--- config.mk ---
export PLATFORM = sky130hd
export DESIGN_NAME = led_frame_buffer_flat
export DESIGN_NICKNAME = d
export VERILOG_FILES = /design/src/rtl/led_frame_buffer_if.sv /design/src/rtl/led_frame_buffer.sv /design/src/flat_wrapper.sv
export SDC_FILE = /design/constraint.sdc
export NUM_CORES = 1
export LEC_CHECK = 0
export CAP_MARGIN = 20
export CORE_MARGIN = 2
export CORE_UTILIZATION = 35
export CTS_BUF_LIST = sky130_fd_sc_hd__clkbuf_8
export DETAILED_ROUTE_END_ITERATION = 8
export PLACE_DENSITY = 0.63
export SETUP_SLACK_MARGIN = 0.4
export SLEW_MARGIN = 10
export SYNTH_ARGS = -nofsm -noshare
export SYNTH_HDL_FRONTEND = slang
export SYNTH_SLANG_ARGS = --single-unit
--- constraint.sdc ---
create_clock -name clk -period 8.1 [get_ports clk]
set_input_delay 2.43 -clock clk [delete_from_list [all_inputs] [get_ports clk]]
set_output_delay 2.43 -clock clk [all_outputs]
set_load 0.05 [all_outputs]
--- src/rtl/led_frame_buffer_if.sv ---
// Pixel/control bundle between game logic, the LED matrix scan driver and
// the led_frame_buffer block. Game logic and scan driver sit on the master
// side; the frame buffer itself is the slave.
interface led_frame_buffer_if #(
   parameter int FRAME_CNT_W = 8
) ();
   logic                   wr_en;
   logic [2:0]             wr_x;
   logic [2:0]             wr_y;
   logic [1:0]             wr_color;
   logic [2:0]             rd_x;
   logic [2:0]             rd_y;
   logic [1:0]             rd_color;
   logic                   clear_req;
   logic                   commit_req;
   logic                   frame_end;
   logic                   busy;
   logic                   commit_pending;
   logic [FRAME_CNT_W-1:0] frame_count;
   logic [7:0][7:0]        red_array;
   logic [7:0][7:0]        green_array;

   modport master (
      output wr_en, wr_x, wr_y, wr_color, rd_x, rd_y,
             clear_req, commit_req, frame_end,
      input  rd_color, busy, commit_pending, frame_count,
             red_array, green_array
   );

   modport slave (
      input  wr_en, wr_x, wr_y, wr_color, rd_x, rd_y,
             clear_req, commit_req, frame_end,
      output rd_color, busy, commit_pending, frame_count,
             red_array, green_array
   );
endinterface

--- src/rtl/led_frame_buffer.sv ---
// Double-buffered 8x8 bicolour frame store. Pixels are drawn into a back
// buffer; a commit copies it to the front buffer only on the scan driver's
// frame_end pulse so the matrix never shows a half-drawn board.
module led_frame_buffer #(
   parameter int CLEAR_ROWS_PER_CYCLE = 1,
   parameter int FRAME_CNT_W          = 8
) (
   input logic               clk,
   input logic               reset,
   led_frame_buffer_if.slave bus
);

   localparam int         CLR_STEPS = 8 / CLEAR_ROWS_PER_CYCLE;
   localparam logic [2:0] CLR_LAST  = 3'(CLR_STEPS - 1);

   typedef enum logic [1:0] {
      ST_IDLE      = 2'd0,
      ST_CLEAR     = 2'd1,
      ST_WAIT_SWAP = 2'd2
   } state_t;

   state_t                 state_r;
   state_t                 state_nxt_s;
   logic [7:0][7:0]        back_red_r;
   logic [7:0][7:0]        back_green_r;
   logic [7:0][7:0]        front_red_r;
   logic [7:0][7:0]        front_green_r;
   logic [2:0]             clr_idx_r;
   logic [FRAME_CNT_W-1:0] frame_cnt_r;
   logic [7:0]             clr_row_mask_s;
   logic                   clr_last_s;
   logic                   busy_s;
   logic                   pending_s;
   logic                   do_write_s;
   logic                   do_clear_s;
   logic                   do_swap_s;

   assign clr_last_s = (clr_idx_r == CLR_LAST);

   // Select the block of rows zeroed by the current clear step.
   always_comb begin
      clr_row_mask_s = 8'h00;
      for (int r = 0; r < 8; r++) begin
         if ((r / CLEAR_ROWS_PER_CYCLE) == int'(clr_idx_r)) begin
            clr_row_mask_s[r] = 1'b1;
         end else begin
            clr_row_mask_s[r] = 1'b0;
         end
      end
   end

   // State register.
   always_ff @(posedge clk) begin
      if (reset) begin
         state_r <= ST_IDLE;
      end else begin
         state_r <= state_nxt_s;
      end
   end

   // Next-state decode; clear wins over commit, commit with frame_end swaps at once.
   always_comb begin
      state_nxt_s = state_r;
      case (state_r)
         ST_IDLE: begin
            if (bus.clear_req) begin
               state_nxt_s = ST_CLEAR;
            end else if (bus.commit_req && !bus.frame_end) begin
               state_nxt_s = ST_WAIT_SWAP;
            end else begin
               state_nxt_s = ST_IDLE;
            end
         end
         ST_CLEAR: begin
            if (clr_last_s) begin
               state_nxt_s = ST_IDLE;
            end else begin
               state_nxt_s = ST_CLEAR;
            end
         end
         ST_WAIT_SWAP: begin
            if (bus.frame_end) begin
               state_nxt_s = ST_IDLE;
            end else begin
               state_nxt_s = ST_WAIT_SWAP;
            end
         end
         default: state_nxt_s = ST_IDLE;
      endcase
   end

   // Output and datapath-control decode; requests are ignored outside IDLE.
   always_comb begin
      busy_s     = 1'b0;
      pending_s  = 1'b0;
      do_write_s = 1'b0;
      do_clear_s = 1'b0;
      do_swap_s  = 1'b0;
      case (state_r)
         ST_IDLE: begin
            do_write_s = bus.wr_en && !bus.clear_req && !bus.commit_req;
            do_swap_s  = bus.commit_req && !bus.clear_req && bus.frame_end;
         end
         ST_CLEAR: begin
            busy_s     = 1'b1;
            do_clear_s = 1'b1;
         end
         ST_WAIT_SWAP: begin
            busy_s    = 1'b1;
            pending_s = 1'b1;
            do_swap_s = bus.frame_end;
         end
         default: begin
            busy_s = 1'b0;
         end
      endcase
   end

   // Clear step counter; parked at zero whenever no clear is running.
   always_ff @(posedge clk) begin
      if (reset) begin
         clr_idx_r <= 3'd0;
      end else if (do_clear_s && !clr_last_s) begin
         clr_idx_r <= clr_idx_r + 3'd1;
      end else begin
         clr_idx_r <= 3'd0;
      end
   end

   // Back buffer: row-block clear or single-pixel write.
   always_ff @(posedge clk) begin
      if (reset) begin
         back_red_r   <= 64'h0;
         back_green_r <= 64'h0;
      end else if (do_clear_s) begin
         for (int r = 0; r < 8; r++) begin
            if (clr_row_mask_s[r]) begin
               back_red_r[r]   <= 8'h00;
               back_green_r[r] <= 8'h00;
            end
         end
      end else if (do_write_s) begin
         back_red_r[bus.wr_y][bus.wr_x]   <= bus.wr_color[0];
         back_green_r[bus.wr_y][bus.wr_x] <= bus.wr_color[1];
      end
   end

   // Front buffer: whole-frame copy on a frame-aligned commit.
   always_ff @(posedge clk) begin
      if (reset) begin
         front_red_r   <= 64'h0;
         front_green_r <= 64'h0;
      end else if (do_swap_s) begin
         front_red_r   <= back_red_r;
         front_green_r <= back_green_r;
      end
   end

   // Free-running frame counter for game timing, independent of state.
   always_ff @(posedge clk) begin
      if (reset) begin
         frame_cnt_r <= {FRAME_CNT_W{1'b0}};
      end else if (bus.frame_end) begin
         frame_cnt_r <= frame_cnt_r + {{(FRAME_CNT_W-1){1'b0}}, 1'b1};
      end
   end

   assign bus.rd_color       = {back_green_r[bus.rd_y][bus.rd_x], back_red_r[bus.rd_y][bus.rd_x]};
   assign bus.busy           = busy_s;
   assign bus.commit_pending = pending_s;
   assign bus.frame_count    = frame_cnt_r;
   assign bus.red_array      = front_red_r;
   assign bus.green_array    = front_green_r;

endmodule

--- src/flat_wrapper.sv ---
// flat-port wrapper written by rule: the top's interface ports become plain ports
module led_frame_buffer_flat 
#(
   parameter int CLEAR_ROWS_PER_CYCLE = 1,
   parameter int FRAME_CNT_W          = 8
)
  (clk, reset, bus_wr_en, bus_wr_x, bus_wr_y, bus_wr_color, bus_rd_x, bus_rd_y, bus_clear_req, bus_commit_req, bus_frame_end, bus_rd_color, bus_busy, bus_commit_pending, bus_frame_count, bus_red_array, bus_green_array);
  led_frame_buffer_if #(.FRAME_CNT_W(FRAME_CNT_W)) bus_i ();
  input logic clk;
  input logic reset;
  input wire logic [$bits(bus_i.wr_en)-1:0] bus_wr_en;
  input wire logic [$bits(bus_i.wr_x)-1:0] bus_wr_x;
  input wire logic [$bits(bus_i.wr_y)-1:0] bus_wr_y;
  input wire logic [$bits(bus_i.wr_color)-1:0] bus_wr_color;
  input wire logic [$bits(bus_i.rd_x)-1:0] bus_rd_x;
  input wire logic [$bits(bus_i.rd_y)-1:0] bus_rd_y;
  input wire logic [$bits(bus_i.clear_req)-1:0] bus_clear_req;
  input wire logic [$bits(bus_i.commit_req)-1:0] bus_commit_req;
  input wire logic [$bits(bus_i.frame_end)-1:0] bus_frame_end;
  output wire logic [$bits(bus_i.rd_color)-1:0] bus_rd_color;
  output wire logic [$bits(bus_i.busy)-1:0] bus_busy;
  output wire logic [$bits(bus_i.commit_pending)-1:0] bus_commit_pending;
  output wire logic [$bits(bus_i.frame_count)-1:0] bus_frame_count;
  output wire logic [$bits(bus_i.red_array)-1:0] bus_red_array;
  output wire logic [$bits(bus_i.green_array)-1:0] bus_green_array;
  assign bus_i.wr_en = bus_wr_en;
  assign bus_i.wr_x = bus_wr_x;
  assign bus_i.wr_y = bus_wr_y;
  assign bus_i.wr_color = bus_wr_color;
  assign bus_i.rd_x = bus_rd_x;
  assign bus_i.rd_y = bus_rd_y;
  assign bus_i.clear_req = bus_clear_req;
  assign bus_i.commit_req = bus_commit_req;
  assign bus_i.frame_end = bus_frame_end;
  assign bus_rd_color = bus_i.rd_color;
  assign bus_busy = bus_i.busy;
  assign bus_commit_pending = bus_i.commit_pending;
  assign bus_frame_count = bus_i.frame_count;
  assign bus_red_array = bus_i.red_array;
  assign bus_green_array = bus_i.green_array;
  led_frame_buffer #(.CLEAR_ROWS_PER_CYCLE(CLEAR_ROWS_PER_CYCLE), .FRAME_CNT_W(FRAME_CNT_W)) u_core (.clk(clk), .reset(reset), .bus(bus_i));
endmodule
# Word level (Yosys, flattened, before mapping)
# Cells that the tools add are included.
[totals]
reg_bits = 269
output_inout_bits = 140
wordCells = 131
[op_classes]
add_sub_neg = 2
n_lt_le_gt_ge = 6
n_eq_ne = 18
n_mux = 44
bitwise = 1
n_reduce_logical = 25
[op_table]
columns = ["cell", "n"]
rows = [
  ["two-way mux 64 bit", 4],
  ["bitwise mux 64 bit", 2],
  ["two-way mux 8 bit", 11],
  ["binary-select mux 8 bit (select 3 bit)", 2],
  ["demux 8 bit (select 3 bit)", 1],
  ["less-than comparator 3 x 4 -> 1 bit (second input constant)", 4],
  ["two-way mux 1 bit", 16],
  ["inequality test 2 x 1 -> 1 bit (second input constant)", 8],
  ["AND reduction 2 bit", 8],
  ["== test 3 bit (first input constant)", 4],
  ["adder 8 x 1 -> 8 bit (second input constant)", 1],
  ["logical AND 1 bit", 8],
  ["binary-select mux 1 bit (select 3 bit)", 2],
  ["== test 2 x 3 -> 1 bit (first input constant)", 2],
  [">= comparator 3 x 1 -> 1 bit (second input constant)", 2],
  ["two-way mux 2 bit", 3],
  ["one-hot mux 2 bit (3 select lines)", 1],
  ["logical NOT 1 bit", 4],
  ["OR reduction 2 bit", 2],
  ["adder 3 x 1 -> 3 bit (second input constant)", 1],
  ["demux 1 bit (select 3 bit)", 1],
  ["== test 1 x 3 -> 1 bit (first input constant)", 1],
  ["== test 3 bit (second input constant)", 1],
  ["logical NOT 3 bit", 1],
  ["6 further kinds", 6],
]

# Depth between registers and ports, before layout
[logic_depth]
ltp_word = 9
mapped_depth = 10
depth_no_buf = 7

# Worst setup path before layout
# OpenSTA, ideal clock, no wires.
[synth_path]
path_type = "in2out"
start = "input bus_rd_y[0]"
end = "output bus_rd_color[0]"
arrival_ps = 4902
t_required_ps = 5670
setup_slack_ps = 768
cell_stages = 8
n_path_buf = 3
cell_sequence = "buf_4 > buf_6 > buf_2 > inv_1 > nand2_1 > nand2_1 > o22ai_1 > o41ai_1"
[synth_via]
elab_chain_len = 4
[synth_lines]
columns = ["element", "line", "source"]
rows = [
  ["start, declared", "flat_wrapper.sv:16", "input wire logic [$bits(bus_i.rd_y)-1:0] bus_rd_y;"],
  ["binary-select mux 8 bit (select 3 bit)", "led_frame_buffer.sv:168", "assign bus.rd_color = {back_green_r[bus.rd_y][bus.rd_x], back_red_r[bus.rd_y][bus.rd_x]};"],
  ["two-way mux 8 bit (not written as such)", "led_frame_buffer.sv:168", ""],
  ["binary-select mux 1 bit (select 3 bit)", "led_frame_buffer.sv:168", ""],
  ["two-way mux 1 bit (not written as such)", "led_frame_buffer.sv:168", ""],
  ["end, declared", "flat_wrapper.sv:20", "output wire logic [$bits(bus_i.rd_color)-1:0] bus_rd_color;"],
]
# No other way between the ends. The select of a mux whose other input is x is not followed.

# Final worst setup path
[layout_path]
start = "input bus_rd_y[1]"
end = "output bus_rd_color[1]"
# The elaborated chain is that of the path after synthesis.

==> tab_implementation.tex <==
\begin{tabular}{lr}
\hline
Metric & Value \\
\hline
\multicolumn{2}{l}{\textbf{Logic synthesis}} \\
\quad Number of synthesized register bits & 269 \\
\quad Number of synthesis warnings & 0 \\
\quad Sequential fraction of the synthesis area & 45.5\% \\
\quad Dominant cells by area after synthesis & sky130\_fd\_sc\_hd\_\_dfxtp\_1 (45\%), sky130\_fd\_sc\_hd\_\_nand2\_1 (12\%), sky130\_fd\_sc\_hd\_\_mux2\_2 (7.6\%) \\
\quad Number of distinct library cell variants in the gate-level netlist after synthesis & 54 \\
\quad Share of Yosys cell area claimed by the top area cell type & 45.5\% \\
\quad Count of flip-flops with a built-in enable after synthesis & 0 \\
\quad Post-synthesis cell type with the largest combined area & sky130\_fd\_sc\_hd\_\_dfxtp\_1 \\
\quad Mapped Nets & 1411 \\
\quad Number of instances in the synthesized netlist & 1380 \\
\quad FFs w/ async S/R, synth & 0\% \\
\quad Most frequently used flop master after synthesis & sky130\_fd\_sc\_hd\_\_dfxtp\_1 \\
\quad Area of the mapped netlist & 11800 µm² \\
\quad Per-instance average area after synthesis & 8.58 µm² \\
\multicolumn{2}{l}{\textbf{Drt}} \\
\quad Detailed Routing Iterations Pass 1 & 5 \\
\quad Average vias per placed instance & 5.33 \\
\quad WL per Instance & 20.4 µm \\
\quad DRC violation count after routing & 0 \\
\quad Antenna violation net count after detailed routing & 0 \\
\quad DR iter-0 viols & 731 \\
\quad Overall routed net length & 40.3 mm \\
\quad Via count & 10539 \\
\multicolumn{2}{l}{\textbf{STA}} \\
\quad Final setup skew & 0.0403 ns \\
\quad Maximum frequency from static timing analysis & 0.135 GHz \\
\quad Final setup violation count & 0 \\
\quad Final hold violations & 0 \\
\quad Worst hold slack across all endpoints & 0.452 ns \\
\quad Final worst path period share & 91.7\% \\
\quad Total negative setup slack & 0 ns \\
\quad Actual transition at the worst max-transition pin & 1.09 ns \\
\quad Final worst path period need & 7.43 ns \\
\quad Normalized max-slew margin & 27.1\% \\
\quad Unrepaired setup endpoints after global routing & false \\
\quad Max Transition Viols Final & 0 \\
\multicolumn{2}{l}{\textbf{Min path}} \\
\quad Hold Crit Class & reg -> reg \\
\multicolumn{2}{l}{\textbf{Global route}} \\
\quad Maximum number of pins on one net before global-route repair & 123 \\
\quad Wire length of the first global-routing pass & 60.9 mm \\
\quad Global-route usage over all layers & 22.4\% \\
\quad Initial antenna violation count & 1 \\
\quad Vias in the first global route & 10049 \\
\quad Residual overflow from global routing & 0 \\
\multicolumn{2}{l}{\textbf{Floorplanning}} \\
\quad Cell Rows & 67 \\
\quad Boundary pin count & 160 \\
\quad Starting utilization of the core area & 35.4\% \\
\quad Area of the core & 33400 µm² \\
\quad Die footprint & 35300 µm² \\
\quad Horizontal die dimension & 188 µm \\
\quad Chip Height & 188 µm \\
\multicolumn{2}{l}{\textbf{Power}} \\
\quad Proportion of total power due to net switching & 24.9\% \\
\quad Internal Pwr Total & 2100 µW \\
\quad Static leakage & 0.00481 µW \\
\quad Clock share of power & 46.0\% \\
\quad Portion of total power attributed to sequential cells & 47.5\% \\
\quad Worst IR drop on VDD & 0.0000954 V \\
\quad Portion of total power attributed to combinational logic & 6.4\% \\
\quad Total power density per cell area & 191 nW/µm² \\
\quad Switching component of the power & 696 µW \\
\quad Total Power & 2800 µW \\
\multicolumn{2}{l}{\textbf{CTS}} \\
\quad Number of hold-repair buffers added at the cts stage & 0 \\
\quad Maximum number of buffers from clock root to sink & 3 \\
\quad Clock transition time at the flip-flop clock pins of the worst setup and hold paths & 0.06 ns \\
\quad Worst-Skew Late Latency & 0.58 ns \\
\quad Setup bufs post-CTS & 0 \\
\quad H-tree depth & 2 \\
\quad Clock tree from TritonCTS & yes \\
\quad Sink count of the clock tree & 269 \\
\quad Root Driver & sky130\_fd\_sc\_hd\_\_clkbuf\_8 \\
\quad Post-CTS resize count & 0 \\
\quad Inserted Clock Buffers & 48 \\
\multicolumn{2}{l}{\textbf{Critical path}} \\
\quad Worst Path Class, Setup & in -> out \\
\quad Critical path arrival & 5.00 ns \\
\quad Reg2reg end & u\_core.back\_green\_r[1] \\
\quad Startpoint of the most critical setup path & bus\_rd\_y[1] \\
\quad Setup slack on the worst flop-to-flop path & 5.28 ns \\
\quad Crit Path Max Fanout & 16 \\
\quad Kind of start point of the critical path & primary input \\
\quad Worst r2r src & u\_core.state\_r[1] \\
\quad Sort of element at the end of the critical path & output pin \\
\quad Endpoint required time on the critical path & 5.67 ns \\
\quad Worst r2r path cells & 8 \\
\quad Capturing element of the worst setup path & bus\_rd\_color[1] \\
\multicolumn{2}{l}{\textbf{Placement}} \\
\quad Final weighted congestion in routability-driven placement & 0.917 \\
\quad Detailed placement HPWL & 29.2 mm \\
\quad Quantity of I/O buffers inserted on ports & 159 \\
\multicolumn{2}{l}{\textbf{Run}} \\
\quad Max-capacitance violation count & 0 \\
\multicolumn{2}{l}{\textbf{Outcome}} \\
\quad Result of the run & finished clean \\
\multicolumn{2}{l}{\textbf{Cells and area}} \\
\quad Finished Core Util & 43.7\% \\
\quad Fraction of layout cells with a size suffix above 1 & 13.5\% \\
\quad Layout overhead on the synthesized area & 23.5\% \\
\quad Total Nets Final & 1530 \\
\hline
\end{tabular}
==> logic make-up (layout without fill, tap and decap cells) <==
kind of cell | count (synthesis) | count (layout) | synth area share, %
muxes | 124 | 124 | 14.6
other | 0 | 1 | 0
AOI/OAI and AO/OA | 233 | 233 | 11.5
buffers and inverters | 115 | 264 | 4.48
adders and majority gates | 11 | 11 | 1.16
and+or+nand+nor | 623 | 623 | 22.3
xor gates and xnor gates | 5 | 5 | 0.370
DFF | 269 | 269 | 45.5
==> synthesized netlist by cell type, types with 2 or more instances <==
| cell | n |
|---|---|
| sky130_fd_sc_hd__nand2_1 | 363 |
| sky130_fd_sc_hd__dfxtp_1 | 269 |
| sky130_fd_sc_hd__a21oi_1 | 152 |
| sky130_fd_sc_hd__nor2_1 | 131 |
| sky130_fd_sc_hd__mux2_2 | 80 |
| sky130_fd_sc_hd__nand3_1 | 77 |
| sky130_fd_sc_hd__clkbuf_1 | 69 |
| sky130_fd_sc_hd__buf_2 | 22 |
| sky130_fd_sc_hd__mux4_2 | 19 |
| sky130_fd_sc_hd__a22oi_1 | 18 |
| sky130_fd_sc_hd__o21ai_0 | 16 |
| sky130_fd_sc_hd__o311ai_0 | 16 |
| sky130_fd_sc_hd__ha_1 | 11 |
| sky130_fd_sc_hd__inv_1 | 9 |
| sky130_fd_sc_hd__mux4_1 | 9 |
| sky130_fd_sc_hd__nand3b_1 | 9 |
| sky130_fd_sc_hd__mux2_1 | 8 |
| sky130_fd_sc_hd__mux2i_1 | 8 |
| sky130_fd_sc_hd__buf_6 | 7 |
| sky130_fd_sc_hd__o22ai_1 | 7 |
| sky130_fd_sc_hd__nor3b_2 | 6 |
| sky130_fd_sc_hd__buf_4 | 5 |
| sky130_fd_sc_hd__nand2b_1 | 5 |
| sky130_fd_sc_hd__o21ai_2 | 5 |
| sky130_fd_sc_hd__or3_1 | 5 |
| sky130_fd_sc_hd__a32oi_1 | 4 |
| sky130_fd_sc_hd__nor2b_1 | 4 |
| sky130_fd_sc_hd__xor2_1 | 4 |
| sky130_fd_sc_hd__a31oi_1 | 3 |
| sky130_fd_sc_hd__and3_1 | 3 |
| sky130_fd_sc_hd__buf_1 | 3 |
| sky130_fd_sc_hd__nand4_1 | 3 |
| sky130_fd_sc_hd__nor3_1 | 3 |
| sky130_fd_sc_hd__nor3_2 | 3 |
| sky130_fd_sc_hd__or3b_2 | 3 |
| sky130_fd_sc_hd__and3b_1 | 2 |
| sky130_fd_sc_hd__nor2_2 | 2 |
==> critical path, cell delays in order <==
cell and delay (ns):
sky130_fd_sc_hd__clkdlybuf4s50_1 0.84, sky130_fd_sc_hd__buf_4 0.37, sky130_fd_sc_hd__mux4_1 0.58, sky130_fd_sc_hd__o22ai_1 0.20, sky130_fd_sc_hd__nor2_1 0.08, sky130_fd_sc_hd__a32o_1 0.30
sky130_fd_sc_hd__buf_4 0.20
==> area by class of cell <==
class                   instances  area [µm²]
diodes                          1        2.50
clock inverters                23         178
inverters                       9        33.8
multi-input cells             996        5950
fillers                      3355       18800
well taps                     448         561
clock buffers                  57         785
repair buffers                175        1740
flip-flops and latches        269        5390
==> placed cells by master, fill, tap and decap left out, drive strengths merged, types with 21 or more instances in the layout <==
cell type	instances
nand2	363
dfxtp	269
clkdlybuf4s50	156
a21oi	153
nor2	133
mux2	88
nand3	77
clkbuf	57
mux4	28
inv	25
o21ai	21
==> power groups by stage <==
stage | clock (µW) | combinational, µW | sequential, µW
floorplan | 0 | 120 | 1360
global placement | 0 | 175 | 1360
detailed placement | 0 | 176 | 1360
CTS | 1310 | 176 | 1330
global route | 1380 | 192 | 1330
finish | 1290 | 179 | 1330
==> layer usage <==
metal / up-vias / global-route usage (%) / part of all wire (%)
li1: 4987 / - / -
met1: 4993 / 30.2 / 44
met2: 460 / 34.3 / 44
met3: 99 / 4.53 / 7.7
met4: 0 / 10.4 / 4.4
met5: - / 0 / 0
==> flip-flops by register name, indices dropped and copies added, names as in the netlist <==
name and flops:
u_core.back_green_r 64, u_core.back_red_r 64, u_core.bus.green_array 64, u_core.bus.red_array 64
u_core.bus.frame_count 8, u_core.clr_idx_r 3, u_core.state_r 2
==> through the flow <==
step                      worst slack (ns)  cell area [µm²]  std cells
final                                0.670            14600       1978
after global routing                 0.561            14600       1977
after CTS                            0.660            14600       1976
after detailed placement             0.677            13600       1896
after global placement               0.648            13600       1896
after floorplan                      0.768            11800       1380
==> worst min path at each step <==
stage	from	end	slack, ns	cells past startpoint
after CTS	u_core.bus.green_array[40]	u_core.bus.green_array[40]	0.46	2
after global placement	u_core.bus.green_array[19]	u_core.bus.green_array[19]	0.44	2
after global routing	u_core.bus.green_array[48]	u_core.bus.green_array[48]	0.47	2
final	u_core.bus.green_array[2]	u_core.bus.green_array[2]	0.45	2
after detailed placement	u_core.bus.green_array[40]	u_core.bus.green_array[40]	0.45	2
after floorplan	u_core.clr_idx_r[0]	u_core.clr_idx_r[0]	0.43	1
No activity file was read; power rests on OpenSTA's default activity.
